`config.mk`:
```
export PLATFORM = sky130hd
export DESIGN_NAME = mips_mc_control
export DESIGN_NICKNAME = d
export VERILOG_FILES = /design/src/rtl/mips_mc_control.sv
export SDC_FILE = /design/constraint.sdc
export NUM_CORES = 1
export LEC_CHECK = 0
export ABC_AREA = 1
export ABC_CLOCK_PERIOD_IN_PS = 1800
export CORE_AREA = 2 2 39 41
export CTS_BUF_LIST = sky130_fd_sc_hd__clkbuf_8
export CTS_CLUSTER_SIZE = 12
export DETAILED_ROUTE_END_ITERATION = 16
export DIE_AREA = 0 0 41 43
export PLACE_DENSITY = 0.76
export SYNTH_ARGS = -nofsm -noshare
export SYNTH_HDL_FRONTEND = slang
export SYNTH_SLANG_ARGS = --single-unit
```
`constraint.sdc`:
```
create_clock -name clk -period 1.8 [get_ports clk]
set_clock_uncertainty 0.1 [all_clocks]
set_input_delay 0.36 -clock clk [delete_from_list [all_inputs] [get_ports clk]]
set_output_delay 0.36 -clock clk [all_outputs]
set_load 0.05 [all_outputs]
```
`src/rtl/mips_mc_control.sv`:
```
// Multicycle MIPS main control FSM: one instruction in 2-5 cycles, Moore outputs decoded from the state register.
// Latency: outputs follow state combinationally (pc_en also follows zero); no backpressure, the FSM never stalls.
module mips_mc_control #(
    parameter int OP_W    = 6,
    parameter int STATE_W = 4
) (
    input  logic               clk,
    input  logic               reset,
    input  logic [OP_W-1:0]    op,
    input  logic               zero,
    output logic               pc_en,
    output logic               ir_write,
    output logic               reg_write,
    output logic               mem_write,
    output logic               iord,
    output logic               mem_to_reg,
    output logic               reg_dst,
    output logic               alu_src_a,
    output logic [1:0]         alu_src_b,
    output logic [1:0]         alu_op,
    output logic [1:0]         pc_src,
    output logic               illegal_op,
    output logic [STATE_W-1:0] state
);

    typedef enum logic [3:0] {
        FETCH  = 4'd0,
        DECODE = 4'd1,
        MEMADR = 4'd2,
        MEMRD  = 4'd3,
        MEMWB  = 4'd4,
        MEMWR  = 4'd5,
        EXEC   = 4'd6,
        ALUWB  = 4'd7,
        BRANCH = 4'd8,
        ADDIEX = 4'd9,
        ADDIWB = 4'd10,
        JUMP   = 4'd11
    } state_t;

    localparam logic [OP_W-1:0] OP_RTYPE = OP_W'(6'b000000);
    localparam logic [OP_W-1:0] OP_LW    = OP_W'(6'b100011);
    localparam logic [OP_W-1:0] OP_SW    = OP_W'(6'b101011);
    localparam logic [OP_W-1:0] OP_BEQ   = OP_W'(6'b000100);
    localparam logic [OP_W-1:0] OP_ADDI  = OP_W'(6'b001000);
    localparam logic [OP_W-1:0] OP_J     = OP_W'(6'b000010);

    state_t state_q, state_d;
    logic   illegal_q, illegal_d;
    logic   pc_write, branch;

    always_comb begin
        state_d   = FETCH;
        illegal_d = illegal_q;
        case (state_q)
            FETCH:  state_d = DECODE;
            DECODE: begin
                case (op)
                    OP_LW, OP_SW: state_d = MEMADR;
                    OP_RTYPE:     state_d = EXEC;
                    OP_BEQ:       state_d = BRANCH;
                    OP_ADDI:      state_d = ADDIEX;
                    OP_J:         state_d = JUMP;
                    default: begin
                        state_d   = FETCH;
                        illegal_d = 1'b1;
                    end
                endcase
            end
            MEMADR: state_d = (op == OP_SW) ? MEMWR : MEMRD;
            MEMRD:  state_d = MEMWB;
            EXEC:   state_d = ALUWB;
            ADDIEX: state_d = ADDIWB;
            // Terminal states and the unused codes 12-15 all restart at FETCH.
            default: state_d = FETCH;
        endcase
    end

    always_ff @(posedge clk or negedge reset) begin
        if (!reset) begin
            state_q   <= FETCH;
            illegal_q <= 1'b0;
        end else begin
            state_q   <= state_d;
            illegal_q <= illegal_d;
        end
    end

    always_comb begin
        pc_write   = 1'b0;
        branch     = 1'b0;
        ir_write   = 1'b0;
        reg_write  = 1'b0;
        mem_write  = 1'b0;
        iord       = 1'b0;
        mem_to_reg = 1'b0;
        reg_dst    = 1'b0;
        alu_src_a  = 1'b0;
        alu_src_b  = 2'b00;
        alu_op     = 2'b00;
        pc_src     = 2'b00;
        case (state_q)
            FETCH: begin
                ir_write  = 1'b1;
                pc_write  = 1'b1;
                alu_src_b = 2'b01;
            end
            DECODE: alu_src_b = 2'b11;
            MEMADR, ADDIEX: begin
                alu_src_a = 1'b1;
                alu_src_b = 2'b10;
            end
            MEMRD: iord = 1'b1;
            MEMWB: begin
                reg_write  = 1'b1;
                mem_to_reg = 1'b1;
            end
            MEMWR: begin
                iord      = 1'b1;
                mem_write = 1'b1;
            end
            EXEC: begin
                alu_src_a = 1'b1;
                alu_op    = 2'b10;
            end
            ALUWB: begin
                reg_write = 1'b1;
                reg_dst   = 1'b1;
            end
            ADDIWB: reg_write = 1'b1;
            BRANCH: begin
                alu_src_a = 1'b1;
                alu_op    = 2'b01;
                branch    = 1'b1;
                pc_src    = 2'b01;
            end
            JUMP: begin
                pc_write = 1'b1;
                pc_src   = 2'b10;
            end
            default: ;
        endcase
    end

    assign pc_en      = pc_write | (branch & zero);
    assign illegal_op = illegal_q;
    assign state      = STATE_W'(state_q);

endmodule
```
* Yosys cells after proc, flatten, opt, wreduce, memory -nomap -nowiden
Cells that the tools add are included.
** Storage, ports and cells
- Flip-flop bits (word level) :: 5
- Bits of input ports :: 9
- Output and inout port bits :: 19
- Word-level logic and storage cells :: 46
** Operators by class
- Equality and inequality tests :: 16
- Multiplexer cells :: 15
- Bitwise gates (word level) :: 3
- Reductions and logical operators :: 10
** Operator list (number)
- 4-bit one-hot mux with 6 select lines :: 1
- 4-bit one-hot mux with 5 select lines :: 1
- 4-bit by 3-bit equality test with 1-bit output (second input constant) :: 4
- 4-bit equality test (second input constant) :: 4
- 6-bit equality test (second input constant) :: 2
- 1-bit 2-to-1 mux :: 9
- 4-bit by 2-bit equality test with 1-bit output (second input constant) :: 2
- 2-bit one-hot mux with 2 select lines :: 2
- 2-bit OR reduction :: 4
- 6-bit by 2-bit equality test with 1-bit output (second input constant) :: 1
- 6-bit by 3-bit equality test with 1-bit output (second input constant) :: 1
- 6-bit by 4-bit equality test with 1-bit output (second input constant) :: 1
- 6-bit logical NOT :: 1
- 2-bit one-hot mux with 3 select lines :: 1
- 6-bit OR reduction :: 1
- 4-bit by 1-bit equality test with 1-bit output (second input constant) :: 1
- 4-bit logical NOT :: 1
- 4-bit OR reduction :: 1
- 3-bit 2-to-1 mux :: 1
- 3-bit OR reduction :: 1
- 2-bit AND reduction :: 1
- 1-bit bitwise AND :: 1
- 1-bit inverter :: 1
- 1-bit bitwise OR :: 1

* Depth between registers and ports, before layout
Gate-level depths: netlist of the first run.
- Depth after elaboration :: 4
- Gate-level depth with buffers :: 8
- Mapped depth without buffers :: 8

* Worst setup path after synthesis of the first run
No wires, ideal clock.
- Path type :: register -> output
- Start point :: register state_q[2] (netlist: state[2])
- End point :: output port reg_write
- Arrival :: 2.342 ns
- Required time :: 1.340 ns
- Slack :: -1.002 ns
- Stages on the path, launching flop included :: 7
- Cells stage by stage :: dfrtp_1 > inv_2 > nor2_2 > inv_1 > nor2_1 > nor2_1 > o21ai_0
** Between the ends
- Cells in the longest elaborated chain, start to end :: 3
** RTL lines
- from (decl) :: line 48 : state_t state_q, state_d;
- from (signal assigned) :: line 84 : state_q <= state_d;
- 4-bit by 3-bit equality test with 1-bit output or 4-bit equality test (tied branches) :: line 102 : case (state_q)
- 3-bit OR reduction (no source line) *
- 1-bit 2-to-1 mux * :: line 102
- to (decl) :: line 13 : output logic reg_write,
Mark *: on every way between the ends. The rest lies on a longest branch, timed or not.

* Worst setup path after layout of the first run
- Start point :: register state_q[1] (netlist: state[1])
- End point :: output port alu_src_a
** Between the ends
- Cells in the longest elaborated chain, start to end :: 3
** RTL lines
- 4-bit equality test (tied with other cells) :: line 102
- 4-bit OR reduction (no source line) *
- 1-bit 2-to-1 mux * :: line 102
- to (decl) :: line 18 : output logic alu_src_a,
Marks and branches as above.

==> out/qor.yml, run 1 <==
route.vias.total: 699
post-route-period-util_pct: 107
synthDistinctLibCells: 16
grtUsageTotal_pct: 25.2
grt_max_degree: 8
synth_edf_count: 0
syn_nets: 90
cp-start-kind: "flop"
p_leak_nw: 0.576
hp-class: "in2async"
crit_type: "reg2out"
die_w_um: 41
die_h_um: 43
path_clk_slew_ns: 0.04
numPortBuffers: 27
root_buffer: "clkbuf_8"
max_freq_mhz: 517
yosys.area.top_type: "dfrtp_1"
cts_sinks: 5
wirelength_um: 1930
final_cell_area_mm2: 0.00117
drc: 0
fin_crit_ns: 1.93
wl_per_cell_um: 13.6
setup_ws_ns: -0.133
ys_warn_count: 0
synthFlopType: "dfrtp_1"
clk_latency_ns: 0.23
ys_seq_elements: 5
dp_hpwl_um: 1340
antenna_left: 0
tightestPinTransition_ns: 0.315
crit_path_cell_trace: "nor2_2 > inv_2 > nor2_4 > or3_4 > buf_8"
drive_above_1_share_pct: 57.9
critical_path.startpoint: "state[1]"
utilization_pct: 84.8
netlist_top_cells_area: "dfrtp_1, nor2_1, nand2_1"
slowest_stage: "dfrtp_2"
htreeDepth: 1
start_util_pct: 33.7
reg2regPathDepth: 5
place_congestion: 0.785
synth_async_sr_flop_share_pct: 100
slew_headroom_pct: 78.9
clockBufferDepth: 2
cts_buffers: 3
dp_slack_ns: 0.0679
rsz0062_at_grt: "true"
ioPinCount: 28
drtIter0Drc: 4
setup_tns_ns: -0.291
cts_tree: "done"
synth_area_per_cell_um2: 5.76
synth_most_common_cell: "nor2_1"
netlist.area_leader.share_pct: 26.8
antenna_found_initial: 0
areaGrowthSynthToFinish_pct: 151
postCtsHoldBufs: 0
dpl.cell_count: 128
synth_area_um2: 467
syn_inst: 81
slew_viol_final: 0
worstPathArrival_ns: 1.47
worst-endpoint-required_ns: 1.34
final_nets: 136
ys_seq_area_share_pct: 26.8
coreArea_mm2: 0.00138
fp-row-count: 14
cp-end-kind: "primary output"
dpl_cell_area_mm2: 0.00102
power_mw: 2.06
r2r_start: "state[1]"
fin_cells: 142
hold_viol_final: 0
crit_family: "simple AND/OR/NAND/NOR gates"
routed_via_density: 4.92
ir_drop_mv: 1.21
status: "complete, but fails checks"
firstDrtPassIters: 4
antenna_cells: 0
finalSetupViolCount: 6
critical_path_depth: 5
power_density_mw_per_mm2: 1750
cp_slowest_stage_delay_ns: 0.45
cap_violations: 0
worst_hold_slack_ns: 0.258
synthTopCellsByCount: "nor2_1, nand2_1, inv_1"
grt_pass1_vias: 726
failed_checks: "setup timing"
dieArea_mm2: 0.00176
worst-path-buf-inv: 2
grt_overflow: 0
crit_fanout: 7
grt_pass1_wl_um: 2940
==> report_power, final <==
| group | internal [mW] | total [mW] | switching [mW] |
|---|---|---|---|
| Combinational | 0.724 | 1.64 | 0.917 |
| Clock | 0.147 | 0.208 | 0.0612 |
| Sequential | 0.146 | 0.209 | 0.0623 |
| Total | 1.02 | 2.06 | 1.04 |
==> placed cells by master, fill, tap and decap left out, drive strengths merged <==
cell / instances
o22ai: 1
nor2: 23
o211ai: 1
o21ai: 4
dfrtp: 5
clkbuf: 3
buf: 34
nand4: 2
nand2: 19
clkdlybuf4s50: 8
a21oi: 2
or3: 1
nand3: 7
inv: 16
==> what timing repair did <==
item,CTS,global route
pin swaps,5,4
setup buffers,9,2
resized for setup,5,6
endpoints found under the setup margin,6,8
==> path summary, 6_finish.rpt <==
check	slack [ns]	endpoint
max	-0.13	alu_src_a
min	0.26	state[1]
max reg2reg	0.39	state[2]
min in group clk	0.36	illegal_op
min reg2reg	0.36	illegal_op
max in group asynchronous	1.13	state[3]
==> routing by layer <==
metal  wire, µm  part of all wire, %  track usage (%)
met1        694                   36             25.1
met2       1090                   56             43.1
met3         88                  4.6             4.19
met4         61                  3.2             18.0
met5          0                    0                0
==> flip-flops by register name, summed over array words and instances, names as in the netlist <==
| name | count |
|---|---|
| illegal_op | 1 |
| state | 4 |
==> area by class of cell <==
cell class / count / area (µm²)
clock inverter: 1 / 3.75
clock buffer: 3 / 41.3
multi-input combinational: 60 / 379
sequential: 5 / 130
inverter: 15 / 61.3
timing repair buffer: 42 / 538
tap: 16 / 20.0
fill: 85 / 210
==> logic make-up (layout without fill, tap and decap cells) <==
family	Yosys count	in the layout	share of synthesized area, %
simple gates	52	52	50.1
compound gates	8	8	9.39
buf+inv	16	61	13.7
flops	5	5	26.8
(Power assumes the default switching activity.)
==> inputs of run 2 (changes only) <==
ABC_CLOCK_PERIOD_IN_PS = 2090   (was 1800)
clock period = 2.09 ns   (was 1.8 ns; I/O delays follow)
==> run 2 against run 1 <==
Compared with the run above:
- first-iteration DRC count shrank 25%
- largest power group unchanged
- clock-buffer cell count unchanged
- via count down 14%
- power decreased by 28%
- cell area fell by 17%
- sequential share of layout area grew 2.3 points
- clock power is 18% lower
- sequential power fell by 21%
- the flow now finishes without violations
- critical path depth did not move
==> out/qor.yml, run 2 (synthesis results as in run 1) <==
critical_path.startpoint: "state[2]"
multi_input_area_um2: 327  # -14%
cts_tree: "done"
status: "finished clean"
final_cell_area_um2: 971  # -17%
wirelength_um: 1280  # -34%
coreArea_mm2: 0.00138  # unchanged
routed_via_density: 4.74  # -3.7%
tightestPinTransition_ns: 0.499  # +0.184 ns
mostFrequentLayoutCell: "nor2_1"
fin_crit_ns: 2.01
place_congestion: 0.754  # -4.0%
hold_viol_final: 0  # unchanged
busiest_layer: "met2"
largest_reg_flops: 4  # unchanged
worstPathArrival_ns: 1.49  # +0.02 ns
post-route-period-util_pct: 96.2
grt_overflow: 0  # unchanged
fin_cells: 127  # -11%
rrSetupSlack_ns: 0.86  # +0.47 ns
r2r_start: "state[2]"
clockBufferDepth: 2  # unchanged
areaGrowthSynthToFinish_pct: 108
utilization_pct: 70.2  # -15 points
swShare_pct: 52.6  # +2.0 points
cp-start-kind: "flop"
numPortBuffers: 27  # unchanged
path_clk_slew_ns: 0.04  # about the same
power_density_mw_per_mm2: 1520  # -13%
power_mw: 1.47  # -28%
dpl_cell_area_um2: 926  # -9.3%
dp_hpwl_um: 1140  # -15%
mostFrequentLayoutCells: "nor2_1, nand2_1, buf_12"
slew_viol_final: 0  # unchanged
slew_headroom_pct: 66.6  # -12 points
antenna_left: 0  # unchanged
htreeDepth: 1  # unchanged
grtUsageTotal_pct: 17.3  # -7.9 points
cp-end-kind: "primary output"
p_clk_share_pct: 11.6  # +1.5 points
rsz0062_at_grt: "false"
worst_hold_slack_ns: 0.323  # +0.0650 ns
grt_pass1_wl_um: 2150  # -27%
cap_violations: 0  # unchanged
clk_latency_ns: 0.22  # about the same
grt_use_met3_pct: 3.66  # -0.52 points
dpl.cell_count: 123  # -3.9%
antenna_found_initial: 0  # unchanged
cts_buffers: 3  # unchanged
fp-row-count: 14  # unchanged
drtIter0Drc: 3  # -1
grt_pass1_vias: 552  # -24%
crit_type: "reg2out"
setup_ws_ns: 0.0796  # +0.213 ns
start_util_pct: 33.7  # unchanged
die_w_um: 41  # unchanged
crit_fanout: 4  # -3
setup_tns_ns: 0  # +0.291 ns
die_h_um: 43  # unchanged
power_switching_mw: 0.775  # -26%
n_fill_cell: 113  # +33%
root_buffer: "clkbuf_8"
grt_util_met1_pct: 19.0  # -6.1 points
gr-usage-met2_pct: 31.3  # -12 points
grt_max_degree: 8  # unchanged
power_frac_comb_pct: 77.2  # -2.5 points
finalSetupViolCount: 0  # -6
drc: 0  # unchanged
ir_drop_mv: 0.626  # -48%
cts_sinks: 5  # unchanged
cts_resized: 0  # -5
final_nets: 121  # -11%
postCtsHoldBufs: 0  # unchanged
worst-endpoint-required_ns: 1.57  # +0.23 ns
ioPinCount: 28  # unchanged
drive_above_1_share_pct: 39.6  # -18 points
cts_setup_buffers: 0  # -9
max_freq_mhz: 497
wl_per_cell_um: 10.1  # -26%
hp-class: "in2async"
dp_slack_ns: 0.253  # +0.185 ns
p_int_mw: 0.700  # -31%
p_leak_nw: 0.477  # -17%
dieArea_mm2: 0.00176  # unchanged
firstDrtPassIters: 4  # unchanged
route.vias.total: 602  # -14%
antenna_cells: 0  # unchanged
p_seq_share_pct: 11.2  # +1.1 points
seqCellArea_um2: 130  # unchanged
-- run 2: power groups by stage --
stage               Sequential, mW  Clock [mW]  Combinational (mW)
finish                       0.165       0.171                1.14
detailed placement           0.165           0                1.14
global placement             0.160           0                1.14
global route                 0.168       0.178                1.21
CTS                          0.164       0.171                1.14
floorplan                    0.244           0               0.590
-- run 2: final timing paths --
kind,to,depth (start not counted)
max reg2reg,state[2],5
max,alu_src_a,5
min in group clk,illegal_op,2
min reg2reg,illegal_op,2
min,state[1],1
max in group asynchronous,state[3],1
-- run 2: critical path: stages, from the launching register on --
cell	delay (ns)
dfrtp_2	0.38
inv_2	0.06
nand2_1	0.19
nor2_4	0.09
or3_4	0.36
buf_4	0.19
-- run 2: final cells by class --
type	instances	share of cell area (%)
timing repair buffer	27	40.5
multi-input combinational	60	33.6
sequential	5	13.4
inverter	15	5.80
clock buffer	3	4.25
tap	16	2.06
clock inverter	1	0.387
-- run 2: layer usage --
layer  vias to the layer above  part of all wire (%)  wire (µm)
met5                         -                     0          0
met4                         0                     0          0
met3                         0                   8.9        114
met2                        28                    55        698
met1                       261                    36        464
li1                        313                     -          -
